<file path="config.mk">
export PLATFORM = sky130hd
export DESIGN_NAME = iomem_timer
export DESIGN_NICKNAME = d
export VERILOG_FILES = /design/src/rtl/iomem_timer_pkg.sv /design/src/rtl/iomem_timer_count.sv /design/src/rtl/iomem_timer.sv
export SDC_FILE = /design/constraint.sdc
export NUM_CORES = 1
export LEC_CHECK = 0
export CAP_MARGIN = 25
export CORE_ASPECT_RATIO = 0.5
export CORE_MARGIN = 8
export CORE_UTILIZATION = 35
export DETAILED_ROUTE_END_ITERATION = 7
export GPL_ROUTABILITY_DRIVEN = 0
export PLACE_DENSITY = 0.63
export SYNTH_ARGS = -nofsm -noshare
export SYNTH_HDL_FRONTEND = slang
export SYNTH_HIERARCHICAL = 1
export SYNTH_SLANG_ARGS = --single-unit
</file>
<file path="constraint.sdc">
create_clock -name clk -period 6.4 [get_ports clk]
set_input_delay 1.6 -clock clk [delete_from_list [all_inputs] [get_ports clk]]
set_output_delay 1.6 -clock clk [all_outputs]
set_load 0.03 [all_outputs]
</file>
<file path="src/rtl/iomem_timer_pkg.sv">
// iomem_timer_pkg: register map, bit positions and byte-lane merge shared by the timer files
package iomem_timer_pkg;
  localparam logic [1:0] REG_CTRL   = 2'd0;
  localparam logic [1:0] REG_RELOAD = 2'd1;
  localparam logic [1:0] REG_COUNT  = 2'd2;
  localparam logic [1:0] REG_STATUS = 2'd3;
  localparam int ENABLE      = 0;
  localparam int AUTO_RELOAD = 1;
  localparam int IRQ_EN      = 2;
  localparam int EXPIRED     = 0;
  function automatic logic [31:0] merge_bytes(input logic [31:0] old, input logic [31:0] wdata,
                                              input logic [3:0] wstrb);
    logic [31:0] r;
    r = old;
    for (int i = 0; i < 4; i++) r[8*i +: 8] = wstrb[i] ? wdata[8*i +: 8] : old[8*i +: 8];
    return r;
  endfunction
endpackage

</file>
<file path="src/rtl/iomem_timer_count.sv">
// iomem_timer_count: prescaler, down-counter and expiry detection
module iomem_timer_count #(
  parameter int PRESCALE = 1
) (
  input  logic        clk,
  input  logic        reset,
  input  logic        enable,
  input  logic        auto_reload,
  input  logic [31:0] reload,
  input  logic        count_we,
  input  logic        ctrl_we,
  input  logic [31:0] count_wdata,
  output logic [31:0] count,
  output logic        expire
);
  logic [15:0] presc_d, presc_q;
  logic [31:0] count_d, count_q;
  logic        tick;
  always_comb begin
    tick    = enable && presc_q == 16'(PRESCALE - 1);
    expire  = tick && count_q <= 32'd1;
    presc_d = (!enable || count_we || tick) ? 16'd0 : presc_q + 16'd1;
    // a bus write to CTRL or COUNT on a tick edge drops the tick's count update
    count_d = count_we ? count_wdata :
              (ctrl_we || !tick) ? count_q :
              expire ? (auto_reload ? reload : 32'd0) : count_q - 32'd1;
  end
  always_ff @(posedge clk) begin
    if (reset) begin
      presc_q <= '0;
      count_q <= '0;
    end else begin
      presc_q <= presc_d;
      count_q <= count_d;
    end
  end
  assign count = count_q;
endmodule

</file>
<file path="src/rtl/iomem_timer.sv">
// iomem_timer: iomem bus responder with prescaled auto-reload down-counter and level irq
module iomem_timer
  import iomem_timer_pkg::*;
#(
  parameter logic [31:0] BASE_ADDR = 32'h0300_0000,
  parameter int          PRESCALE  = 1
) (
  input  logic        clk,
  input  logic        reset,
  input  logic        iomem_valid,
  output logic        iomem_ready,
  input  logic [3:0]  iomem_wstrb,
  input  logic [31:0] iomem_addr,
  input  logic [31:0] iomem_wdata,
  output logic [31:0] iomem_rdata,
  output logic        irq
);
  logic        ready_d, ready_q, irq_d, irq_q, expired_d, expired_q, expire, acc, wr;
  logic [2:0]  ctrl_d, ctrl_q;
  logic [31:0] reload_d, reload_q, rdata_d, rdata_q, count, rd_mux, merged;
  logic [1:0]  idx;
  logic        unused_addr;
  assign unused_addr = ^iomem_addr[1:0];
  always_comb begin
    idx       = iomem_addr[3:2];
    acc       = iomem_valid && iomem_addr[31:4] == BASE_ADDR[31:4] && !ready_q;
    wr        = acc && iomem_wstrb != 4'd0;
    rd_mux    = idx == REG_CTRL   ? {29'd0, ctrl_q} :
                idx == REG_RELOAD ? reload_q :
                idx == REG_COUNT  ? count : {31'd0, expired_q};
    merged    = merge_bytes(rd_mux, iomem_wdata, iomem_wstrb);
    ctrl_d    = (wr && idx == REG_CTRL) ? merged[2:0] :
                (expire && !ctrl_q[AUTO_RELOAD]) ? ctrl_q & ~(3'b001 << ENABLE) : ctrl_q;
    reload_d  = (wr && idx == REG_RELOAD) ? merged : reload_q;
    // a new expiry beats a simultaneous write-1-to-clear
    expired_d = expire || (expired_q &&
                !(wr && idx == REG_STATUS && iomem_wstrb[0] && iomem_wdata[EXPIRED]));
    irq_d     = expired_q && ctrl_q[IRQ_EN];
    ready_d   = acc;
    rdata_d   = acc ? rd_mux : 32'd0;
  end
  always_ff @(posedge clk) begin
    if (reset) begin
      ready_q   <= 1'b0;
      rdata_q   <= '0;
      irq_q     <= 1'b0;
      expired_q <= 1'b0;
      ctrl_q    <= '0;
      reload_q  <= '0;
    end else begin
      ready_q   <= ready_d;
      rdata_q   <= rdata_d;
      irq_q     <= irq_d;
      expired_q <= expired_d;
      ctrl_q    <= ctrl_d;
      reload_q  <= reload_d;
    end
  end
  iomem_timer_count #(.PRESCALE(PRESCALE)) u_count (
    .clk         (clk),
    .reset       (reset),
    .enable      (ctrl_q[ENABLE]),
    .auto_reload (ctrl_q[AUTO_RELOAD]),
    .reload      (reload_q),
    .count_we    (wr && idx == REG_COUNT),
    .ctrl_we     (wr && idx == REG_CTRL),
    .count_wdata (merged),
    .count       (count),
    .expire      (expire)
  );
  assign iomem_ready = ready_q;
  assign iomem_rdata = rdata_q;
  assign irq         = irq_q;
endmodule
</file>
==> results by group, run 1 <==
Run status
  • Outcome: completed

Global routing
  • Largest net degree at the start of global routing: 59
  • GR Util All Layers: 0.168
  • Initial antenna violation count: 0
  • Gr ovfl total: 0
  • Wire length of the first global-routing pass: 33100 um
  • Number of global-route vias before repair: 6277

Clock network
  • Clk slew on worst S/H paths: 0.06 ns
  • Post-CTS sizing: 0
  • Clock Path Buffers: 2
  • # hold bufs at CTS: 0
  • H-tree depth: 4
  • Post-CTS Setup Inserts: 0
  • Worst-skew pair later-pin latency: 0.42 ns
  • Clk root buf: clkbuf_16
  • Total CTS buffers: 17
  • TritonCTS clock tree: yes
  • CTS sink cnt: 118

Critical path
  • Top cell by count, worst path: buf_4
  • Slowest CP cell: or4_4
  • Family with the most delay on the worst path: simple AND/OR/NAND/NOR gates
  • Worst Setup SP: iomem_wstrb[0]
  • Critical path, cell by cell: clkdlybuf4s50_1 -> buf_4 -> or4_4 -> and3_1 -> nand2b_1 -> nor2_2 -> buf_4 -> nor3_1 -> a2111oi_2
  • Crit path arrival time: 4.62 ns
  • Max stage delay on crit path: 0.56 ns
  • Required @ worst endpoint: 6.72 ns
  • Worst Setup Path Type: input pin to flop
  • WP depth: 9
  • Reg2reg end: u_count/count[10]
  • Setup crit end kind: flop
  • Worst Reg-to-Reg Cells: 6
  • Critical Path End: u_count/count[10]
  • Flop2flop setup slack: 2.82 ns
  • Buf+Inv Stages, Crit Path: 3
  • Critical R2R Launch: u_count/count[19]
  • Critical path peak fanout: 25
  • Startpoint class of the critical path: input pin

Placement
  • Final HPWL DP: 14000 um
  • Pre-CTS setup slack: 1.69 ns
  • Post-DP Area: 7980 sq um
  • PortBufs: 102

Floorplan
  • Die Width: 213 um
  • Die area: 24500 sq um
  • Row count: 36
  • Die H: 115 um
  • Io pins: 105
  • Core area: 19300 sq um
  • Starting Density: 0.354

STA
  • Fin crit share: 0.673
  • Final Slew Violations: 0
  • Rel. slew slack: 0.305
  • Crit path time final: 4.30 ns
  • Worst Tran Pin Value: 1.03 ns
  • Setup TNS: 0 ns
  • Fin. Hold Viols: 0
  • Layout Skew: 0.00935 ns
  • Hold slack: 0.455 ns
  • Achievable Freq: 232 MHz
  • Final Setup Violations: 0
  • Fin worst setup slack: 2.10 ns
  • RSZ-0062 raised after global routing: no

Detailed routing
  • Residual DRC count: 0
  • Final wirelength: 20600 um
  • Final ANT Viol Nets: 0
  • Drt pass-1 iters: 5
  • WL/cell: 17.6 um
  • DR vias: 6570
  • Vias per cell: 5.61
  • DR iter-0 viols: 593

Yosys
  • Yosys warns: 6
  • Post-synthesis sequential area ratio: 0.346
  • Post-Synthesis Net Count: 897
  • Post-synth EDFFs: 0
  • Synth Flop Type: dfxtp_1
  • Mapped Avg Cell Area: 8.30 sq um
  • Synth Instances: 822
  • Synth top area cells: dfxtp_1 (35%), mux2i_1 (5.7%), a221oi_1 (4.0%)
  • Synth Register Bits: 118
  • Post-synthesis cell type count: 59
  • Post-synth top area cell: dfxtp_1
  • Post-synth ARST share: 0
  • Yosys top cell area share: 0.346
  • Mapped cell area: 6820 sq um

Layout
  • Area growth, synth to finish: 25.3%
  • Number of nets in the layout: 968
  • Ratio of cells with drive above 1 in the final layout: 0.0851
  • N_diodes: 0
  • End-of-flow core utilization: 0.443
  • Fin area: 8550 sq um

Pwr
  • VDD IR-drop max: 0.151 mV
  • Power Density: 210 nW/um^2
  • Leakage: 3.13 nW

Job
  • Max Cap Violations: 0

Worst hold path
  • Worst hold path class: flop to flop
-- synthesized netlist by cell type, types with 18 or more instances --
cell      instances
a22oi_1          29
mux2i_1          39
o311ai_0         18
clkbuf_1         42
a221oi_1         31
nor2_1           69
a211o_1          30
xor2_1           26
a21oi_1          46
inv_1            42
dfxtp_1         118
a31oi_1          20
nand2_1          71
nand2b_1         26
nand3_1          29
-- layout make-up --
| type | instances | area [sq um] |
|---|---|---|
| sequential | 118 | 2360 |
| clock inverter | 10 | 105 |
| timing repair buffer | 121 | 1160 |
| clock buffer | 21 | 460 |
| inverter | 42 | 158 |
| fill | 1922 | 10700 |
| tap | 266 | 333 |
| multi-input combinational | 593 | 3970 |
-- worst min-delay path by stage --
stage	startpoint	endpoint	slack, ns	cells after the start
floorplan	u_count/presc_q[0]	u_count/presc_q[0]	0.43	1
global placement	u_count/presc_q[0]	u_count/presc_q[0]	0.44	1
detailed placement	u_count/presc_q[0]	u_count/presc_q[0]	0.45	1
global route	ctrl_q[2]	ctrl_q[2]	0.49	2
CTS	u_count/presc_q[0]	u_count/presc_q[0]	0.46	1
finish	u_count/presc_q[0]	u_count/presc_q[0]	0.46	1
-- flip-flops by register name, summed over array words and instances (netlist names) --
| register | cells |
|---|---|
| iomem_ready | 1 |
| ctrl_q | 3 |
| expired_q | 1 |
| u_count/count | 32 |
| u_count/presc_q | 16 |
| iomem_rdata | 32 |
| reload_q | 32 |
| irq | 1 |
-- logic make-up after synthesis --
group / Yosys count / synth area share
AND/OR/NAND/NOR: 294 / 0.230
flip-flops: 118 / 0.346
multiplexers: 40 / 0.0589
buffers and inverters: 111 / 0.0748
adder cells (fa/ha/maj): 4 / 0.00734
XOR/XNOR: 37 / 0.0475
AO/OA/AOI/OAI: 218 / 0.235
-- routing by layer --
metal | global-route usage | up-vias | routed length [um]
li1 | - | 3165 | -
met1 | 0.222 | 3188 | 9600
met2 | 0.266 | 185 | 9480
met3 | 0.0391 | 32 | 1210
met4 | 0.0572 | 0 | 343
met5 | 0 | - | 0
-- layout by cell type, fill, tap and decap left out, types with 17 or more instances in the layout --
cell type          n
a211o_1           30
a21oi_1           46
a221oi_1          31
a22oi_1           29
a31oi_1           20
buf_4             19
clkbuf_16         17
clkdlybuf4s50_1  101
dfxtp_1          118
inv_1             42
mux2i_1           39
nand2_1           71
nand2b_1          26
nand3_1           29
nor2_1            68
nor4_1            17
o311ai_0          18
xor2_1            26
-- report_power, final --
part	internal, mW	switching, mW	total, mW
clock network	0.586	0.349	0.935
logic	0.0631	0.0641	0.127
registers	0.735	0.000000000698	0.735
total	1.38	0.413	1.80
-- through the flow --
step	cells	power, mW
after floorplan	822	0.816
after global placement	1140	0.874
after detailed placement	1140	0.877
after CTS	1171	1.82
after global routing	1171	1.86
final	1171	1.80
-- worst register-to-register path, cell delays in order (launching register included) --
cell	delay [ns]
dfxtp_1	0.38
or4_4	0.59
or4_1	0.66
nor4_4	0.97
buf_4	0.37
a31oi_1	0.13
a2111oi_2	0.39
(Power assumes the default switching activity.)
==> run 2, diff against run 1 <==
==> constraint.sdc (replaced) <==
create_clock -name clk -period 4 [get_ports clk]
set_input_delay 1 -clock clk [delete_from_list [all_inputs] [get_ports clk]]
set_output_delay 1 -clock clk [all_outputs]
set_load 0.03 [all_outputs]
==> results by group, run 2 (synthesis results as in run 1) <==
Run status
  • Outcome: completed (unchanged)

Clock network
  • H-tree depth: 4 (unchanged)
  • # hold bufs at CTS: 0 (unchanged)
  • Worst-skew pair later-pin latency: 0.43 ns (was 0.42 ns)
  • CTS sink cnt: 118 (unchanged)
  • Clk root buf: clkbuf_16 (unchanged)
  • Post-CTS sizing: 0 (unchanged)
  • TritonCTS clock tree: yes (unchanged)
  • Total CTS buffers: 17 (unchanged)
  • Post-CTS Setup Inserts: 0 (unchanged)
  • Clk slew on worst S/H paths: 0.06 ns (about the same)
  • Clock Path Buffers: 2 (unchanged)

Pwr
  • Power Density: 358 nW/um^2 (was 210 nW/um^2)
  • Clock power frac: 0.557 (was 0.520)
  • Leakage: 3.24 nW (was 3.13 nW)
  • Internal power: 2.45 mW (was 1.38 mW)
  • VDD IR-drop max: 0.276 mV (was 0.151 mV)
  • Sw Ratio: 0.218 (was 0.230)
  • Net Sw Power: 0.683 mW (was 0.413 mW)
  • Comb pwr share: 0.067 (was 0.071)
  • Sequential Power Share: 0.375 (was 0.409)

Worst hold path
  • Worst hold path class: flop to flop (unchanged)
  • Min-delay src: u_count/presc_q[0] (unchanged)
  • Hold path cells: 1 (unchanged)
  • Min-Delay Endpoint: u_count/presc_q[0] (unchanged)

Floorplan
  • Io pins: 105 (unchanged)
  • Die area: 24500 sq um (unchanged)
  • Core area: 19300 sq um (unchanged)
  • Die Width: 213 um (unchanged)
  • Starting Density: 0.354 (unchanged)
  • Die H: 115 um (unchanged)
  • Row count: 36 (unchanged)

Global routing
  • GR Util met1: 0.219 (was 0.222)
  • GRT met3 Usage: 0.0516 (was 0.0391)
  • Number of global-route vias before repair: 6554 (was 6277)
  • Gr ovfl total: 0 (unchanged)
  • Met2 Usage GRT: 0.282 (was 0.266)
  • Initial antenna violation count: 0 (unchanged)
  • Gr busiest metal: met2 (unchanged)
  • Wire length of the first global-routing pass: 34100 um (was 33100 um)
  • Largest net degree at the start of global routing: 45 (was 59)
  • GR Util All Layers: 0.173 (was 0.168)

Placement
  • PortBufs: 102 (unchanged)
  • Placed cell count: 1153 (was 1140)
  • Pre-CTS setup slack: 0.257 ns (was 1.69 ns)
  • Final HPWL DP: 14600 um (was 14000 um)

Detailed routing
  • Residual DRC count: 0 (unchanged)
  • Vias per cell: 5.62 (was 5.61)
  • Final ANT Viol Nets: 0 (unchanged)
  • DR iter-0 viols: 434 (was 593)
  • DR vias: 6658 (was 6570)
  • Drt pass-1 iters: 5 (unchanged)
  • WL/cell: 17.5 um (was 17.6 um)
  • Final wirelength: 20800 um (was 20600 um)

Critical path
  • Crit path arrival time: 3.70 ns (was 4.62 ns)
  • Startpoint class of the critical path: input pin (unchanged)
  • Reg2reg end: u_count/count[25] (was u_count/count[10])
  • Critical path, cell by cell: clkdlybuf4s50_1 -> or4_4 -> and3_1 -> nand2b_1 -> nor2_2 -> buf_4 -> nor3_1 -> a2111oi_2 (was clkdlybuf4s50_1 -> buf_4 -> or4_4 -> and3_1 -> nand2b_1 -> nor2_2 -> buf_4 -> nor3_1 -> a2111oi_2)
  • Flop2flop setup slack: 0.94 ns (was 2.82 ns)
  • Critical path peak fanout: 12 (was 25)
  • Setup crit end kind: flop (unchanged)
  • Worst Setup Path Type: input pin to flop (unchanged)
  • Required @ worst endpoint: 4.33 ns (was 6.72 ns)
  • Worst Reg-to-Reg Cells: 6 (unchanged)
  • Slowest CP cell: or4_4 (unchanged)
  • Max stage delay on crit path: 0.60 ns (was 0.56 ns)
  • Critical R2R Launch: u_count/presc_q[14] (was u_count/count[19])

Layout
  • Ratio of cells with drive above 1 in the final layout: 0.0990 (was 0.0851)
  • Seq. cell area: 2360 sq um (unchanged)
  • Multi-input logic area: 3970 sq um (unchanged)
  • Commonest non-fill, non-tap cells in the layout: dfxtp_1 (118), clkdlybuf4s50_1 (101), nand2_1 (71) (unchanged)
  • Fill count: 1892 (was 1922)
  • N_diodes: 0 (unchanged)
  • Area growth, synth to finish: 28.4% (was 25.3%)
  • Finished Layout Cells: 1185 (was 1171)
  • Number of nets in the layout: 981 (was 968)
  • Commonest non-fill, non-tap cell in the layout: dfxtp_1 (unchanged)

STA
  • Fin. Hold Viols: 0 (unchanged)
  • Layout Skew: 0.0105 ns (was 0.00935 ns)
  • Fin worst setup slack: 0.630 ns (was 2.10 ns)
  • Worst Tran Pin Value: 0.971 ns (was 1.03 ns)
  • Final Setup Violations: 0 (unchanged)
  • RSZ-0062 raised after global routing: no (unchanged)
  • Rel. slew slack: 0.347 (was 0.305)
  • Final Slew Violations: 0 (unchanged)
  • Crit path time final: 3.37 ns
  • Setup TNS: 0 ns (unchanged)
  • Achievable Freq: 297 MHz
  • Fin crit share: 0.842

Job
  • Max Cap Violations: 0 (unchanged)
## run 2: cell count changes in the layout (fill, tap and decap cells not counted)
cell,change
clkinv_4,+3
clkinvlp_4,-1
clkbuf_8,-2
clkinv_2,-3
bufinv_16,+4
buf_4,+12
buf_12,+1
## run 2: worst max path at each step
stage,startpoint,end,slack (ns),cells after the start
2_1_floorplan,iomem_wstrb[1],u_count/count[30],0.62,8
3_3_place_gp,iomem_wstrb[1],u_count/count[10],0.33,8
3_5_place_dp,iomem_wstrb[1],u_count/count[10],0.26,8
4_1_cts,iomem_wstrb[1],u_count/count[10],0.70,8
5_1_grt,iomem_wstrb[1],u_count/count[16],0.52,8
6_report,iomem_wstrb[1],u_count/count[16],0.63,8
## run 2: metrics by stage
step	hold WS [ns]	cell area (sq um)	power, mW	util
final	0.458	8750	3.13	0.454
after global routing	0.480	8750	3.25	0.454
after CTS	0.467	8750	3.16	0.454
after detailed placement	0.454	8090	1.41	0.420
after global placement	0.438	8090	1.40	0.420
after floorplan	0.425	6820	1.30	-
## run 2: area by class of cell
cell class / count / share of cell area
Clock buffer: 19 / 0.0494
Timing Repair Buffer: 134 / 0.145
Clock inverter: 13 / 0.0262
Sequential cell: 118 / 0.270
Tap cell: 266 / 0.0380
Inverter: 42 / 0.0180
Multi-Input combinational cell: 593 / 0.454
## run 2: per-layer routing
metal,part of all wire,routed length [um]
met1,0.45,9310
met2,0.47,9660
met3,0.073,1510
met4,0.013,272
met5,0,0
## run 2: power groups by stage
stage	clock network, mW	logic (mW)	registers, mW
2_1_floorplan	0	0.104	1.20
3_3_place_gp	0	0.203	1.20
3_5_place_dp	0	0.208	1.20
4_1_cts	1.78	0.209	1.18
5_1_grt	1.84	0.229	1.17
6_report	1.75	0.210	1.18
## run 2: critical path, delay by kind of cell
kind                   cells  cell delay [ns]
and+or+nand+nor            5             1.56
AOI/OAI and AO/OA          1             0.33
buffers and inverters      2             0.80
